--- config.mk ---
export PLATFORM = sky130hd
export DESIGN_NAME = pedo_issue_ctrl
export DESIGN_NICKNAME = d
export VERILOG_FILES = /design/src/rtl/pedo_issue_ctrl_pkg.sv /design/src/rtl/pedo_sample_fifo.sv /design/src/rtl/pedo_issue_ctrl.sv
export SDC_FILE = /design/constraint.sdc
export NUM_CORES = 1
export LEC_CHECK = 0
export ABC_AREA = 0
export ABC_CLOCK_PERIOD_IN_PS = 3200
export CORE_UTILIZATION = 53
export CTS_BUF_LIST = sky130_fd_sc_hd__clkbuf_2 sky130_fd_sc_hd__clkbuf_4 sky130_fd_sc_hd__clkbuf_8
export CTS_CLUSTER_DIAMETER = 60
export DETAILED_ROUTE_END_ITERATION = 10
export GPL_TIMING_DRIVEN = 0
export HOLD_SLACK_MARGIN = 0.15
export PLACE_DENSITY = 0.82
export SYNTH_ARGS = -nofsm -noshare
export SYNTH_HDL_FRONTEND = slang
export SYNTH_HIERARCHICAL = 1
export SYNTH_SLANG_ARGS = --single-unit
--- constraint.sdc ---
create_clock -name clk -period 3.2 [get_ports clk]
set_clock_uncertainty 0.05 [all_clocks]
set_input_delay 0.64 -clock clk [delete_from_list [all_inputs] [get_ports clk]]
set_output_delay 0.64 -clock clk [all_outputs]
set_load 0.02 [all_outputs]
--- src/rtl/pedo_issue_ctrl_pkg.sv ---
// Shared constants and types for the pedometer issue controller.
// Holds execution-unit function codes, command opcodes, weight indices and FSM states.
package pedo_issue_ctrl_pkg;

    localparam logic [2:0] FUNCT_COUNT = 3'd1;
    localparam logic [2:0] FUNCT_NOP   = 3'd7;

    localparam logic [2:0] OP_CLEAR_COUNT = 3'd0;
    localparam logic [2:0] OP_LOAD_WEIGHT = 3'd2;

    localparam int NUM_WEIGHTS = 6;

    localparam logic [2:0] W_THETA1_1 = 3'd0;
    localparam logic [2:0] W_THETA1_2 = 3'd1;
    localparam logic [2:0] W_THETA2_1 = 3'd2;
    localparam logic [2:0] W_THETA2_2 = 3'd3;
    localparam logic [2:0] W_ALPHA1   = 3'd4;
    localparam logic [2:0] W_ALPHA2   = 3'd5;

    typedef enum logic [1:0] {
        ST_IDLE,
        ST_ISSUE,
        ST_WAIT,
        ST_COMMIT
    } issue_state_e;

    function automatic logic is_weight_sel(input logic [2:0] sel);
        return sel <= W_ALPHA2;
    endfunction

endpackage

--- src/rtl/pedo_sample_fifo.sv ---
// Sample FIFO holding packed {x, y} accelerometer pairs.
// ready comes from the registered occupancy only, so a full FIFO never accepts even when popping.
module pedo_sample_fifo
    import pedo_issue_ctrl_pkg::*;
#(
    parameter int DATA_W     = 10,
    parameter int FIFO_DEPTH = 4
) (
    input  logic                clk,
    input  logic                rst_n,
    input  logic                enable,
    input  logic                push,
    input  logic [2*DATA_W-1:0] push_data,
    input  logic                pop,
    output logic [2*DATA_W-1:0] head_data,
    output logic                empty,
    output logic                ready
);

    localparam int PTR_W = (FIFO_DEPTH > 1) ? $clog2(FIFO_DEPTH) : 1;
    localparam logic [PTR_W-1:0] PTR_ONE = PTR_W'(1);
    localparam logic [PTR_W:0] CNT_ONE  = (PTR_W + 1)'(1);
    localparam logic [PTR_W:0] CNT_FULL = (PTR_W + 1)'(FIFO_DEPTH);

    logic [2*DATA_W-1:0] mem [FIFO_DEPTH];
    logic [PTR_W-1:0]    wr_ptr;
    logic [PTR_W-1:0]    rd_ptr;
    logic [PTR_W:0]      count;
    logic                full;
    logic                do_push;
    logic                do_pop;

    assign full      = (count == CNT_FULL);
    assign empty     = (count == '0);
    assign ready     = enable && !full;
    assign do_push   = push && ready;
    assign do_pop    = pop && !empty;
    assign head_data = mem[rd_ptr];

    always_ff @(posedge clk) begin
        if (do_push) begin
            mem[wr_ptr] <= push_data;
        end
    end

    always_ff @(posedge clk or negedge rst_n) begin
        if (!rst_n) begin
            wr_ptr <= '0;
            rd_ptr <= '0;
            count  <= '0;
        end else begin
            if (do_push) begin
                wr_ptr <= wr_ptr + PTR_ONE;
            end
            if (do_pop) begin
                rd_ptr <= rd_ptr + PTR_ONE;
            end
            case ({do_push, do_pop})
                2'b10:   count <= count + CNT_ONE;
                2'b01:   count <= count - CNT_ONE;
                default: count <= count;
            endcase
        end
    end

endmodule

--- src/rtl/pedo_issue_ctrl.sv ---
// Pedometer issue controller: queues samples, issues them to the execution unit,
// commits the returned step count and services weight/clear commands between samples.
module pedo_issue_ctrl
    import pedo_issue_ctrl_pkg::*;
#(
    parameter int DATA_W     = 10,
    parameter int EX_LATENCY = 1,
    parameter int FIFO_DEPTH = 4
) (
    input  logic                          clk,
    input  logic                          rst_n,
    input  logic                          sample_valid,
    output logic                          sample_ready,
    input  logic [DATA_W-1:0]             sample_x,
    input  logic [DATA_W-1:0]             sample_y,
    input  logic                          cmd_valid,
    output logic                          cmd_ready,
    input  logic [2:0]                    cmd_op,
    input  logic [2:0]                    cmd_sel,
    input  logic [DATA_W-1:0]             cmd_data,
    output logic [DATA_W-1:0]             ex_A,
    output logic [DATA_W-1:0]             ex_B,
    output logic [2:0]                    ex_funct,
    output logic [NUM_WEIGHTS*DATA_W-1:0] ex_weights,
    output logic [DATA_W-1:0]             ex_totalSteps,
    input  logic                          ex_step,
    input  logic [DATA_W-1:0]             ex_updatedSteps,
    output logic [DATA_W-1:0]             step_count,
    output logic                          step_pulse,
    output logic                          busy,
    output logic                          overflow
);

    // WAIT covers EX_LATENCY-1 cycles; the counter is loaded while in ISSUE.
    localparam logic [1:0] WAIT_INIT = 2'((EX_LATENCY > 1) ? EX_LATENCY - 2 : 0);

    issue_state_e        state;
    issue_state_e        state_next;
    logic [1:0]          wait_cnt;
    logic                run_en;
    logic                fifo_pop;
    logic                fifo_empty;
    logic [2*DATA_W-1:0] fifo_head;
    logic [DATA_W-1:0]   weights [NUM_WEIGHTS];

    pedo_sample_fifo #(
        .DATA_W     (DATA_W),
        .FIFO_DEPTH (FIFO_DEPTH)
    ) u_fifo (
        .clk       (clk),
        .rst_n     (rst_n),
        .enable    (run_en),
        .push      (sample_valid),
        .push_data ({sample_x, sample_y}),
        .pop       (fifo_pop),
        .head_data (fifo_head),
        .empty     (fifo_empty),
        .ready     (sample_ready)
    );

    assign busy = (state != ST_IDLE) || !fifo_empty;

    always_comb begin
        state_next = state;
        cmd_ready  = 1'b0;
        fifo_pop   = 1'b0;
        ex_funct   = FUNCT_NOP;
        step_pulse = 1'b0;
        case (state)
            ST_IDLE: begin
                if (run_en && cmd_valid) begin
                    cmd_ready = 1'b1;
                end else if (!fifo_empty) begin
                    fifo_pop   = 1'b1;
                    state_next = ST_ISSUE;
                end
            end
            ST_ISSUE: begin
                ex_funct   = FUNCT_COUNT;
                state_next = (EX_LATENCY > 1) ? ST_WAIT : ST_COMMIT;
            end
            ST_WAIT: begin
                ex_funct = FUNCT_COUNT;
                if (wait_cnt == 2'd0) begin
                    state_next = ST_COMMIT;
                end
            end
            ST_COMMIT: begin
                step_pulse = ex_step;
                state_next = ST_IDLE;
            end
            default: state_next = ST_IDLE;
        endcase
    end

    always_ff @(posedge clk or negedge rst_n) begin
        if (!rst_n) begin
            state  <= ST_IDLE;
            run_en <= 1'b0;
        end else begin
            state  <= state_next;
            run_en <= 1'b1;
        end
    end

    always_ff @(posedge clk or negedge rst_n) begin
        if (!rst_n) begin
            wait_cnt      <= 2'd0;
            ex_A          <= '0;
            ex_B          <= '0;
            ex_totalSteps <= '0;
            step_count    <= '0;
            overflow      <= 1'b0;
        end else begin
            if (fifo_pop) begin
                ex_A          <= fifo_head[2*DATA_W-1:DATA_W];
                ex_B          <= fifo_head[DATA_W-1:0];
                ex_totalSteps <= step_count;
            end
            if (state == ST_ISSUE) begin
                wait_cnt <= WAIT_INIT;
            end else if (state == ST_WAIT && wait_cnt != 2'd0) begin
                wait_cnt <= wait_cnt - 2'd1;
            end
            // Count wraps modulo 2^DATA_W; a step taken from all-ones marks overflow.
            if (state == ST_COMMIT) begin
                step_count <= ex_updatedSteps;
                if (ex_step && step_count == '1) begin
                    overflow <= 1'b1;
                end
            end
            if (cmd_ready && cmd_op == OP_CLEAR_COUNT) begin
                step_count <= '0;
                overflow   <= 1'b0;
            end
        end
    end

    always_ff @(posedge clk or negedge rst_n) begin
        if (!rst_n) begin
            for (int i = 0; i < NUM_WEIGHTS; i++) begin
                weights[i] <= '0;
            end
        end else if (cmd_ready && cmd_op == OP_LOAD_WEIGHT && is_weight_sel(cmd_sel)) begin
            weights[cmd_sel] <= cmd_data;
        end
    end

    always_comb begin
        ex_weights = '0;
        for (int i = 0; i < NUM_WEIGHTS; i++) begin
            ex_weights[i*DATA_W +: DATA_W] = weights[i];
        end
    end

endmodule

==> Word level (Yosys, flattened, before mapping) <==
Memories as Yosys holds them, arrays and structs flattened. A register that Yosys moved wholly into a read port is not among the register bits.
Cells that the tools add are included.
{ "classes": {"addsub": 5, "n_lt_le_gt_ge": 3, "n_eq_ne": 11, "muxes": 24, "bitwise_logic": 1, "n_reduce_logical": 27} }
{ "op_table": {"columns": ["operator", "n"], "rows": [
  ["$bwmux 60", 1],
  ["$demux 10 s3", 1],
  ["$mux 10", 3],
  ["$reduce_bool 2->1", 6],
  ["$mux 1", 11],
  ["$eq 10x10->1 const B", 1],
  ["$logic_and 1x1->1", 10],
  ["$mux 2", 5],
  ["$pmux 2 s4", 1],
  ["$eq 2x2->1 const B", 3],
  ["$logic_not 3->1", 2],
  ["$ne 2x2->1 const B", 3],
  ["$pmux 3 s2", 1],
  ["$add 2x1->2 const B", 2],
  ["$eq 2x1->1 const B", 2],
  ["$ge 4x4->1 const B", 1],
  ["$logic_not 2->1", 2],
  ["$lt 4x1->1 const B", 1],
  ["$not 3->4", 1],
  ["$add 3x1->3 const B", 1],
  ["$eq 3x2->1 const B", 1],
  ["$eq 3x3->1 const B", 1],
  ["$le 3x3->1 const B", 1],
  ["$logic_not 1->1", 3],
  ["other kinds (7)", 7]
]} }
{ "word_totals": {"regBits": 93, "ramBits": 80, "output_inout_bits": 108, "wordCells": 87, "mem_count": 1} }
{ "mem_list": {"columns": ["name", "depth", "width", "rd", "rd_clocked_by_memory_dff", "write_ports", "line", "text"], "rows": [
  ["u_fifo.mem", 4, 20, 1, 1, 1, "pedo_sample_fifo.sv:25", "logic [2*DATA_W-1:0] mem [FIFO_DEPTH];"]
]} }

==> Depth between registers and ports, before layout <==
Gate-level depths: netlist (run 1).
{ "logic_depth": {"ltp_word": 7, "mapped_depth": 12, "mapped_depth_nobuf": 11} }

==> Modules after synthesis <==
The synthesis (run 1) kept the hierarchy.
{ "by_module_without_submodules": {"columns": ["module", "n_inst", "cells_each", "area_per_inst_um2", "seq_area_each_um2"], "rows": [
  ["pedo_issue_ctrl", 1, 271, 4320.4, 2652.5],
  ["pedo_sample_fifo", 1, 143, 3326.9, 2577.5]
]} }

==> Worst setup path before layout (run 1) <==
No wires, ideal clock.
{ "synth_path": {"kind": "input port to flip-flop", "from": "in cmd_valid", "to": "reg u_fifo.count[2]", "arrival_time_ns": 2.388, "setup_slack_ns": 0.683, "cell_stages": 11, "cell_sequence": "nand2_1 nand3b_1 buf_1 inv_1 o31a_1 ha_1 inv_1 fa_1 xor2_1 nor2_1 xor2_1"} }
{ "synth_via": {"elab_chain_cells": 6} }
{ "synth_rtl": {"columns": ["element", "line", "text"], "rows": [
  ["start, declared", "pedo_issue_ctrl.sv:16", "input logic cmd_valid,"],
  ["$logic_and 1x1->1 *", "pedo_issue_ctrl.sv:71", "if (run_en && cmd_valid) begin"],
  ["$mux 1 *", "pedo_issue_ctrl.sv:71", null],
  ["$mux 1 *", "pedo_issue_ctrl.sv:69", "case (state)"],
  ["named net fifo_pop", "pedo_issue_ctrl.sv:41", "logic fifo_pop;"],
  ["$logic_and 1x1->1 *", "pedo_sample_fifo.sv:37", "assign do_pop = pop && !empty;"],
  ["named net u_fifo.do_pop", "pedo_sample_fifo.sv:31", "logic do_pop;"],
  ["$eq 2x1->1 or $eq 2x2->1 (tied branches)", "pedo_sample_fifo.sv:58", "case ({do_push, do_pop})"],
  ["$pmux 3 s2 or $reduce_bool 2->1 (tied branches)", null, null],
  ["end signal, assigned", "pedo_sample_fifo.sv:59", "2'b10: count <= count + CNT_ONE;"],
  ["end signal, assigned", "pedo_sample_fifo.sv:60", "2'b01: count <= count - CNT_ONE;"],
  ["end signal, assigned", "pedo_sample_fifo.sv:61", "default: count <= count;"],
  ["end, declared", "pedo_sample_fifo.sv:28", "logic [PTR_W:0] count;"]
]} }
The timed path passes the listed nets; every way through them passes the cells marked *.
A chain may end at the register's enable or synchronous reset.

==> Final worst setup path (run 1) <==
Ends and elaborated chain as after synthesis.

==> metrics.txt, run 1 <==
# TYPE chip_impl_metric gauge
chip_impl_metric{name="die-area",unit="um2"} 14900
chip_impl_metric{name="fmax",unit="MHz"} 341
chip_impl_info{name="tightest_hold_check_type",value="reg2reg"} 1
chip_impl_metric{name="worst_pin_slew",unit="ns"} 1.11
chip_impl_metric{name="route.antenna.remaining_nets",unit=""} 0
chip_impl_info{name="rsz0062_at_grt",value="no"} 1
chip_impl_metric{name="ys_types",unit=""} 38
chip_impl_info{name="cp-end-kind",value="flop"} 1
chip_impl_metric{name="yosysWarningCount",unit=""} 6
chip_impl_metric{name="num-nets-final",unit=""} 656
chip_impl_metric{name="synth.top_cell.area_share",unit=""} 0.370
chip_impl_metric{name="timing.max_slew.rel_slack",unit=""} 0.262
chip_impl_info{name="synthDominantAreaCellType",value="dfrtp_1"} 1
chip_impl_metric{name="netlist_instances",unit=""} 414
chip_impl_metric{name="grt_remaining_overflow",unit=""} 0
chip_impl_metric{name="ffs_latches_synth",unit=""} 193
chip_impl_metric{name="route.detailed.wl_per_inst",unit="um"} 19.6
chip_impl_metric{name="post_route_cells_drive_above_1_share",unit=""} 0.272
chip_impl_metric{name="timing.critical_path.arrival",unit="ns"} 3.27
chip_impl_metric{name="drt_iter0_markers",unit=""} 158
chip_impl_metric{name="antenna_cells_inserted",unit=""} 0
chip_impl_info{name="clock_tree_from_tritoncts",value="done"} 1
chip_impl_metric{name="rows",unit=""} 43
chip_impl_metric{name="postLayoutCoreUtil",unit=""} 0.705
chip_impl_metric{name="crit_path_max_fanout",unit=""} 10
chip_impl_metric{name="grt_pass1_wl",unit="um"} 24100
chip_impl_metric{name="cp_data_required_time",unit="ns"} 3.53
chip_impl_metric{name="fillCellCount",unit=""} 907
chip_impl_metric{name="slew_violations",unit=""} 0
chip_impl_metric{name="clock_tree.htree_level_count",unit=""} 4
chip_impl_metric{name="cap_viol_max_count",unit=""} 0
chip_impl_metric{name="number_of_global_route_vias_before_repair",unit=""} 4491
chip_impl_metric{name="avgSynthCellArea",unit="um2"} 18.5
chip_impl_info{name="crit_chain",value="clkdlybuf4s50_1 > nand2_1 > nand3b_1 > buf_1 > inv_1 > o31a_1 > ha_1 > inv_1 > fa_1 > xor2_1 > nor2_1 > xor2_1"} 1
chip_impl_metric{name="setup_viol",unit=""} 0
chip_impl_metric{name="area_growth",unit="%"} 28.9
chip_impl_metric{name="peakVddDrop",unit="V"} 0.000430
chip_impl_metric{name="finish.cell_count_without_fillers",unit=""} 786
chip_impl_metric{name="cts_buffer_depth",unit=""} 2
chip_impl_metric{name="timing_hold_violations_final",unit=""} 0
chip_impl_metric{name="post-route-drc-count",unit=""} 0
chip_impl_metric{name="initial_antenna_violation_count",unit=""} 0
chip_impl_metric{name="die_x",unit="um"} 122
chip_impl_metric{name="clk_pin_slew",unit="ns"} 0.09
chip_impl_metric{name="place.port_buffers",unit=""} 157
chip_impl_metric{name="clkLatencyLatePin",unit="ns"} 0.47
chip_impl_metric{name="gp_congestion",unit=""} 0.741
chip_impl_metric{name="die_height",unit="um"} 122
chip_impl_metric{name="cts_made_buffers",unit=""} 17
chip_impl_metric{name="power_leakage",unit="nW"} 4.09
chip_impl_metric{name="vias",unit=""} 4198
chip_impl_info{name="clockRootBuffer",value="clkbuf_8"} 1
chip_impl_info{name="synth.top_cells.by_count",value="113 x dfrtp_1, 80 x edfxtp_1, 71 x mux2_2, 21 x mux2_4, 18 x mux4_2"} 1
chip_impl_info{name="post_synth_main_area_contributors",value="dfrtp_1 37%, edfxtp_1 31%, mux2_2 10%, mux4_2 5.3%, mux2_4 4.1%"} 1
chip_impl_info{name="run_status",value="finished clean"} 1
chip_impl_metric{name="yosysSeqAreaShare",unit=""} 0.684
chip_impl_metric{name="netlist_area",unit="um2"} 7650
chip_impl_metric{name="worst-r2r-setup-slack",unit="ns"} 0.31
chip_impl_metric{name="start_util",unit=""} 0.547
chip_impl_metric{name="drt-pass1-iter-count",unit=""} 5
chip_impl_info{name="crit_path_start_kind",value="input pin"} 1
chip_impl_metric{name="pin_count",unit=""} 159
chip_impl_info{name="synth.most_common_cell",value="dfrtp_1"} 1
chip_impl_metric{name="core_area",unit="um2"} 14000
chip_impl_metric{name="track_usage",unit=""} 0.223
chip_impl_info{name="synth-main-ff-cell",value="dfrtp_1"} 1
chip_impl_info{name="worst-setup-path-type",value="in2reg"} 1
chip_impl_metric{name="postRouteWirelength",unit="um"} 15400
chip_impl_metric{name="async_set_or_reset_flop_fraction_in_the_synthesized_netlist",unit=""} 0.585
chip_impl_metric{name="clock_sink_count",unit=""} 193
chip_impl_metric{name="number_of_enable_flip_flop_cells_after_synthesis",unit=""} 80
chip_impl_metric{name="placed_cells",unit=""} 753
chip_impl_metric{name="hpwl",unit="um"} 10700
chip_impl_metric{name="grt_max_degree",unit=""} 74
chip_impl_metric{name="finalCriticalPeriod",unit="ns"} 2.94
chip_impl_info{name="critical_path.slowest_cell",value="clkdlybuf4s50_1"} 1
chip_impl_metric{name="mean_number_of_vias_per_cell",unit=""} 5.34
chip_impl_metric{name="power_per_cell_area",unit="nW/um2"} 758
chip_impl_metric{name="totalNegativeSetupSlack",unit="ns"} 0
chip_impl_metric{name="final_min_period_over_clock_period",unit=""} 0.917
chip_impl_metric{name="cpPeakStageDelay",unit="ns"} 0.47
==> flip-flops by register name (all words and copies together) (netlist names) <==
signal         flops
ex_A              10
ex_B              10
ex_totalSteps     10
ex_weights        60
overflow           1
run_en             1
state              2
step_count        10
u_fifo/count       3
u_fifo/mem        80
u_fifo/rd_ptr      2
u_fifo/wr_ptr      2
wait_cnt           2
==> path summary, 6_finish.rpt <==
| kind | cells past startpoint | from | to |
|---|---|---|---|
| worst min register to register | 1 | ex_weights[15] | ex_weights[15] |
| max in group asynchronous | 3 | rst_n | ex_B[0] |
| worst max register to register | 9 | u_fifo/count[0] | u_fifo/count[1] |
| worst max-delay path | 12 | cmd_valid | u_fifo/count[2] |
| worst min-delay path | 1 | ex_weights[15] | ex_weights[15] |
| min in group asynchronous | 2 | rst_n | u_fifo/rd_ptr[1] |
==> layout make-up <==
class	count	area [um2]	area share
buffer	14	101	0.0103
clock inverter	13	113	0.0114
inverter	15	56.3	0.00571
timing repair buffer	159	1610	0.163
tap	180	225	0.0228
clock buffer	19	262	0.0265
multi-input combinational	193	2260	0.230
sequential	193	5230	0.531
==> routing by layer <==
layer,track usage,routed length [um]
met1,0.266,6270
met2,0.391,8160
met3,0.0651,842
met4,0.0602,160
met5,0,0
==> worst max-delay path, delay by kind of cell <==
family | cells | cell delay, ns
xor+xnor | 2 | 0.30
buf+inv | 4 | 1.02
fa+ha+maj | 2 | 0.58
simple gates | 3 | 0.49
compound gates | 1 | 0.22
==> per-stage QoR <==
stage / total power [mW] / cell area (um2) / hold WS, ns / worst slack [ns]
2_1_floorplan: 4.91 / 7650 / 0.294 / 0.683
3_3_place_gp: 5.96 / 9450 / 0.439 / -2.86
3_5_place_dp: 6.07 / 9470 / 0.444 / -0.251
4_1_cts: 7.57 / 9860 / 0.468 / 0.217
5_1_grt: 7.84 / 9860 / 0.477 / 0.0502
6_report: 7.48 / 9860 / 0.464 / 0.265
==> repair_timing <==
item / 4_1_cts / 5_1_grt
gates resized for setup: 1 / 0
hold buffers: 1 / 0
setup buffers: 0 / 0
hold endpoints to repair: 40 / 0
endpoints found under the setup margin: 1 / 0
==> kinds of logic after synthesis <==
| kind of cell | after synthesis | share of synthesized area |
|---|---|---|
| flops | 193 | 0.684 |
| mux | 125 | 0.223 |
| simple gates | 41 | 0.0383 |
| buf+inv | 29 | 0.0204 |
| fa+ha+maj | 12 | 0.0206 |
| xor+xnor | 7 | 0.00802 |
| compound gates | 6 | 0.00556 |
| other cells | 1 | 0.000490 |
==> layout by cell type (no fill, tap or decap), types with 2 or more instances in the layout <==
cell             count
dfrtp_1            113
inv_6                5
nand3b_1             2
clkinv_4             2
conb_1               2
and2_2               3
buf_4                3
xor2_1               3
clkinv_2             2
nand2_1              4
nor2_1              13
nor4_4               4
ha_1                11
and2_1               2
clkbuf_8            19
buf_1                3
inv_1               15
buf_6                5
mux2i_1             13
mux4_1               2
clkdlybuf4s50_1    156
a21oi_1              2
mux2_4              21
mux2_2              71
xnor2_1              4
inv_8                3
mux4_2              18
nand4_1              3
or4_4                2
edfxtp_1            80
nor3_1               2
buf_2                3
==> where the power goes <==
| group | internal [mW] | total (mW) | switching, mW |
|---|---|---|---|
| logic | 1.36 | 2.61 | 1.25 |
| registers | 3.07 | 3.38 | 0.310 |
| clock network | 0.607 | 1.49 | 0.882 |
(Power assumes the default switching activity.)
==> run 2: changes to the inputs <==
Settings changed: ABC_CLOCK_PERIOD_IN_PS 3200 to not set, GPL_TIMING_DRIVEN 0 to not set.
==> metrics.txt, run 2 (synthesis results as in run 1) <==
# TYPE chip_impl_metric gauge
chip_impl_metric{name="postLayoutCoreUtil",unit=""} 0.704
chip_impl_metric{name="power_leakage",unit="nW"} 4.09
chip_impl_metric{name="worst-r2r-setup-slack",unit="ns"} 0.61
chip_impl_info{name="critical_path.reg2reg.endpoint",value="ex_weights[5]"} 1
chip_impl_info{name="final_cell_mix",value="156 x clkdlybuf4s50_1, 113 x dfrtp_1, 80 x edfxtp_1, 71 x mux2_2, 21 x mux2_4"} 1
chip_impl_info{name="rsz0062_at_grt",value="no"} 1
chip_impl_info{name="worst_r2r_startpoint",value="state[0]"} 1
chip_impl_metric{name="vias",unit=""} 4194
chip_impl_metric{name="post-route-drc-count",unit=""} 0
chip_impl_metric{name="setup_viol",unit=""} 0
chip_impl_info{name="clock_tree_from_tritoncts",value="done"} 1
chip_impl_metric{name="antenna_cells_inserted",unit=""} 0
chip_impl_metric{name="route.detailed.wl_per_inst",unit="um"} 20.0
chip_impl_metric{name="post_cts.resized_instances",unit=""} 0
chip_impl_metric{name="drt-pass1-iter-count",unit=""} 4
chip_impl_metric{name="post_route_cells_drive_above_1_share",unit=""} 0.274
chip_impl_metric{name="cap_viol_max_count",unit=""} 0
chip_impl_info{name="cp-end-kind",value="output port"} 1
chip_impl_info{name="endpoint_of_the_worst_setup_timing_path",value="cmd_ready"} 1
chip_impl_metric{name="worst_pin_slew",unit="ns"} 1.04
chip_impl_metric{name="global_route.usage.met2",unit=""} 0.394
chip_impl_metric{name="grt_pass1_wl",unit="um"} 24700
chip_impl_metric{name="number_of_global_route_vias_before_repair",unit=""} 4470
chip_impl_info{name="crit_path_start_kind",value="flop"} 1
chip_impl_metric{name="cts.repair_timing.setup_buffer_count",unit=""} 0
chip_impl_metric{name="clk_pin_slew",unit="ns"} 0.09
chip_impl_info{name="run_status",value="finished clean"} 1
chip_impl_metric{name="num-nets-final",unit=""} 652
chip_impl_metric{name="final_min_period_over_clock_period",unit=""} 0.872
chip_impl_metric{name="postRouteWirelength",unit="um"} 15600
chip_impl_info{name="grt_most_used_layer",value="met2"} 1
chip_impl_info{name="clockRootBuffer",value="clkbuf_8"} 1
chip_impl_info{name="registers.top_by_ff_count",value="u_fifo/mem"} 1
chip_impl_metric{name="grt_remaining_overflow",unit=""} 0
chip_impl_metric{name="hpwl",unit="um"} 10500
chip_impl_metric{name="place.port_buffers",unit=""} 157
chip_impl_metric{name="drt_iter0_markers",unit=""} 171
chip_impl_info{name="cp-startpoint",value="state[0]"} 1
chip_impl_metric{name="peakVddDrop",unit="V"} 0.000451
chip_impl_metric{name="met3_usage",unit=""} 0.0463
chip_impl_metric{name="route.antenna.remaining_nets",unit=""} 0
chip_impl_info{name="worst-setup-path-type",value="reg2out"} 1
chip_impl_metric{name="cts_made_buffers",unit=""} 17
chip_impl_metric{name="gp_congestion",unit=""} 0.760
chip_impl_metric{name="area_growth",unit="%"} 28.8
chip_impl_metric{name="finalCriticalPeriod",unit="ns"} 2.79
chip_impl_metric{name="rows",unit=""} 43
chip_impl_metric{name="track_usage",unit=""} 0.227
chip_impl_metric{name="start_util",unit=""} 0.547
chip_impl_metric{name="slew_violations",unit=""} 0
chip_impl_metric{name="clock_sink_count",unit=""} 193
chip_impl_metric{name="mean_number_of_vias_per_cell",unit=""} 5.36
chip_impl_metric{name="initial_antenna_violation_count",unit=""} 0
chip_impl_metric{name="timing.max_slew.rel_slack",unit=""} 0.308
chip_impl_metric{name="crit_path_max_fanout",unit=""} 5
chip_impl_metric{name="cp_data_required_time",unit="ns"} 2.51
chip_impl_metric{name="grt_max_degree",unit=""} 83
chip_impl_metric{name="timing.reg2reg.worst_path_depth",unit=""} 5
chip_impl_metric{name="clkLatencyLatePin",unit="ns"} 0.45
chip_impl_metric{name="pin_count",unit=""} 159
chip_impl_metric{name="die_height",unit="um"} 122
chip_impl_metric{name="core_area",unit="um2"} 14000
chip_impl_metric{name="timing.critical_path.arrival",unit="ns"} 2.10
chip_impl_metric{name="cts_buffer_depth",unit=""} 2
chip_impl_info{name="tightest_hold_check_type",value="reg2reg"} 1
chip_impl_metric{name="die_x",unit="um"} 122
chip_impl_metric{name="timing_hold_violations_final",unit=""} 0
chip_impl_metric{name="grtUsageMet1",unit=""} 0.286
chip_impl_metric{name="power_per_cell_area",unit="nW/um2"} 764
chip_impl_metric{name="largest_register_ff_count",unit=""} 80
chip_impl_metric{name="fmax",unit="MHz"} 358
chip_impl_info{name="mostFrequentLayoutCell",value="clkdlybuf4s50_1"} 1
chip_impl_metric{name="fillCellCount",unit=""} 909
chip_impl_metric{name="clock_tree.htree_level_count",unit=""} 4
chip_impl_metric{name="die-area",unit="um2"} 14900
chip_impl_metric{name="totalNegativeSetupSlack",unit="ns"} 0
## run 2: worst max-delay path: stages, from the launching register on
cell and delay (ns):
dfrtp_1 0.43, inv_1 0.11, ha_1 0.27, and3_1 0.19, clkdlybuf4s50_1 0.65
## run 2: worst min-delay path by stage
stage,start,endpoint,slack (ns),depth (start not counted)
finish,ex_weights[15],ex_weights[15],0.46,1
global route,ex_totalSteps[7],ex_totalSteps[7],0.48,1
CTS,ex_weights[19],ex_weights[19],0.47,1
detailed placement,ex_weights[19],ex_weights[19],0.45,1
global placement,ex_totalSteps[8],ex_totalSteps[8],0.44,1
floorplan,rst_n,ex_A[0],0.29,0
## run 2: metal layers
metal / part of all wire / vias to the layer above
li1: - / 1884
met1: 0.41 / 2169
met2: 0.52 / 124
met3: 0.051 / 17
met4: 0.014 / 0
met5: 0 / -
## run 2: power by group
group          leakage [nW]  internal, mW  total [mW]  switching, mW
logic                  1.70          1.32        2.51           1.19
clock network         0.203         0.736        1.60          0.863
registers              2.19          3.06        3.43          0.362
## run 2: repair_timing
action | CTS | global route
endpoints found under the hold margin | 31 | 0
hold buffers | 1 | 0
setup endpoints to repair | 0 | 0
## run 2: through the flow
step | worst slack (ns) | power, mW | instances | hold WS, ns | area [um2]
after detailed placement | 0.252 | 6.02 | 749 | 0.446 | 9440
after global routing | 0.257 | 7.91 | 782 | 0.479 | 9850
after floorplan | 0.683 | 4.91 | 415 | 0.294 | 7650
after CTS | 0.355 | 7.63 | 782 | 0.468 | 9850
final | 0.408 | 7.53 | 782 | 0.465 | 9850
after global placement | 0.395 | 5.92 | 749 | 0.435 | 9440
## run 2: layout make-up
cell class	count	area (um2)	share of cell area
sequential	193	5230	0.531
multi-input combinational	193	2260	0.230
timing repair buffer	169	1670	0.170
clock buffer	20	254	0.0258
tap	180	225	0.0229
clock inverter	12	148	0.0150
inverter	15	56.3	0.00572
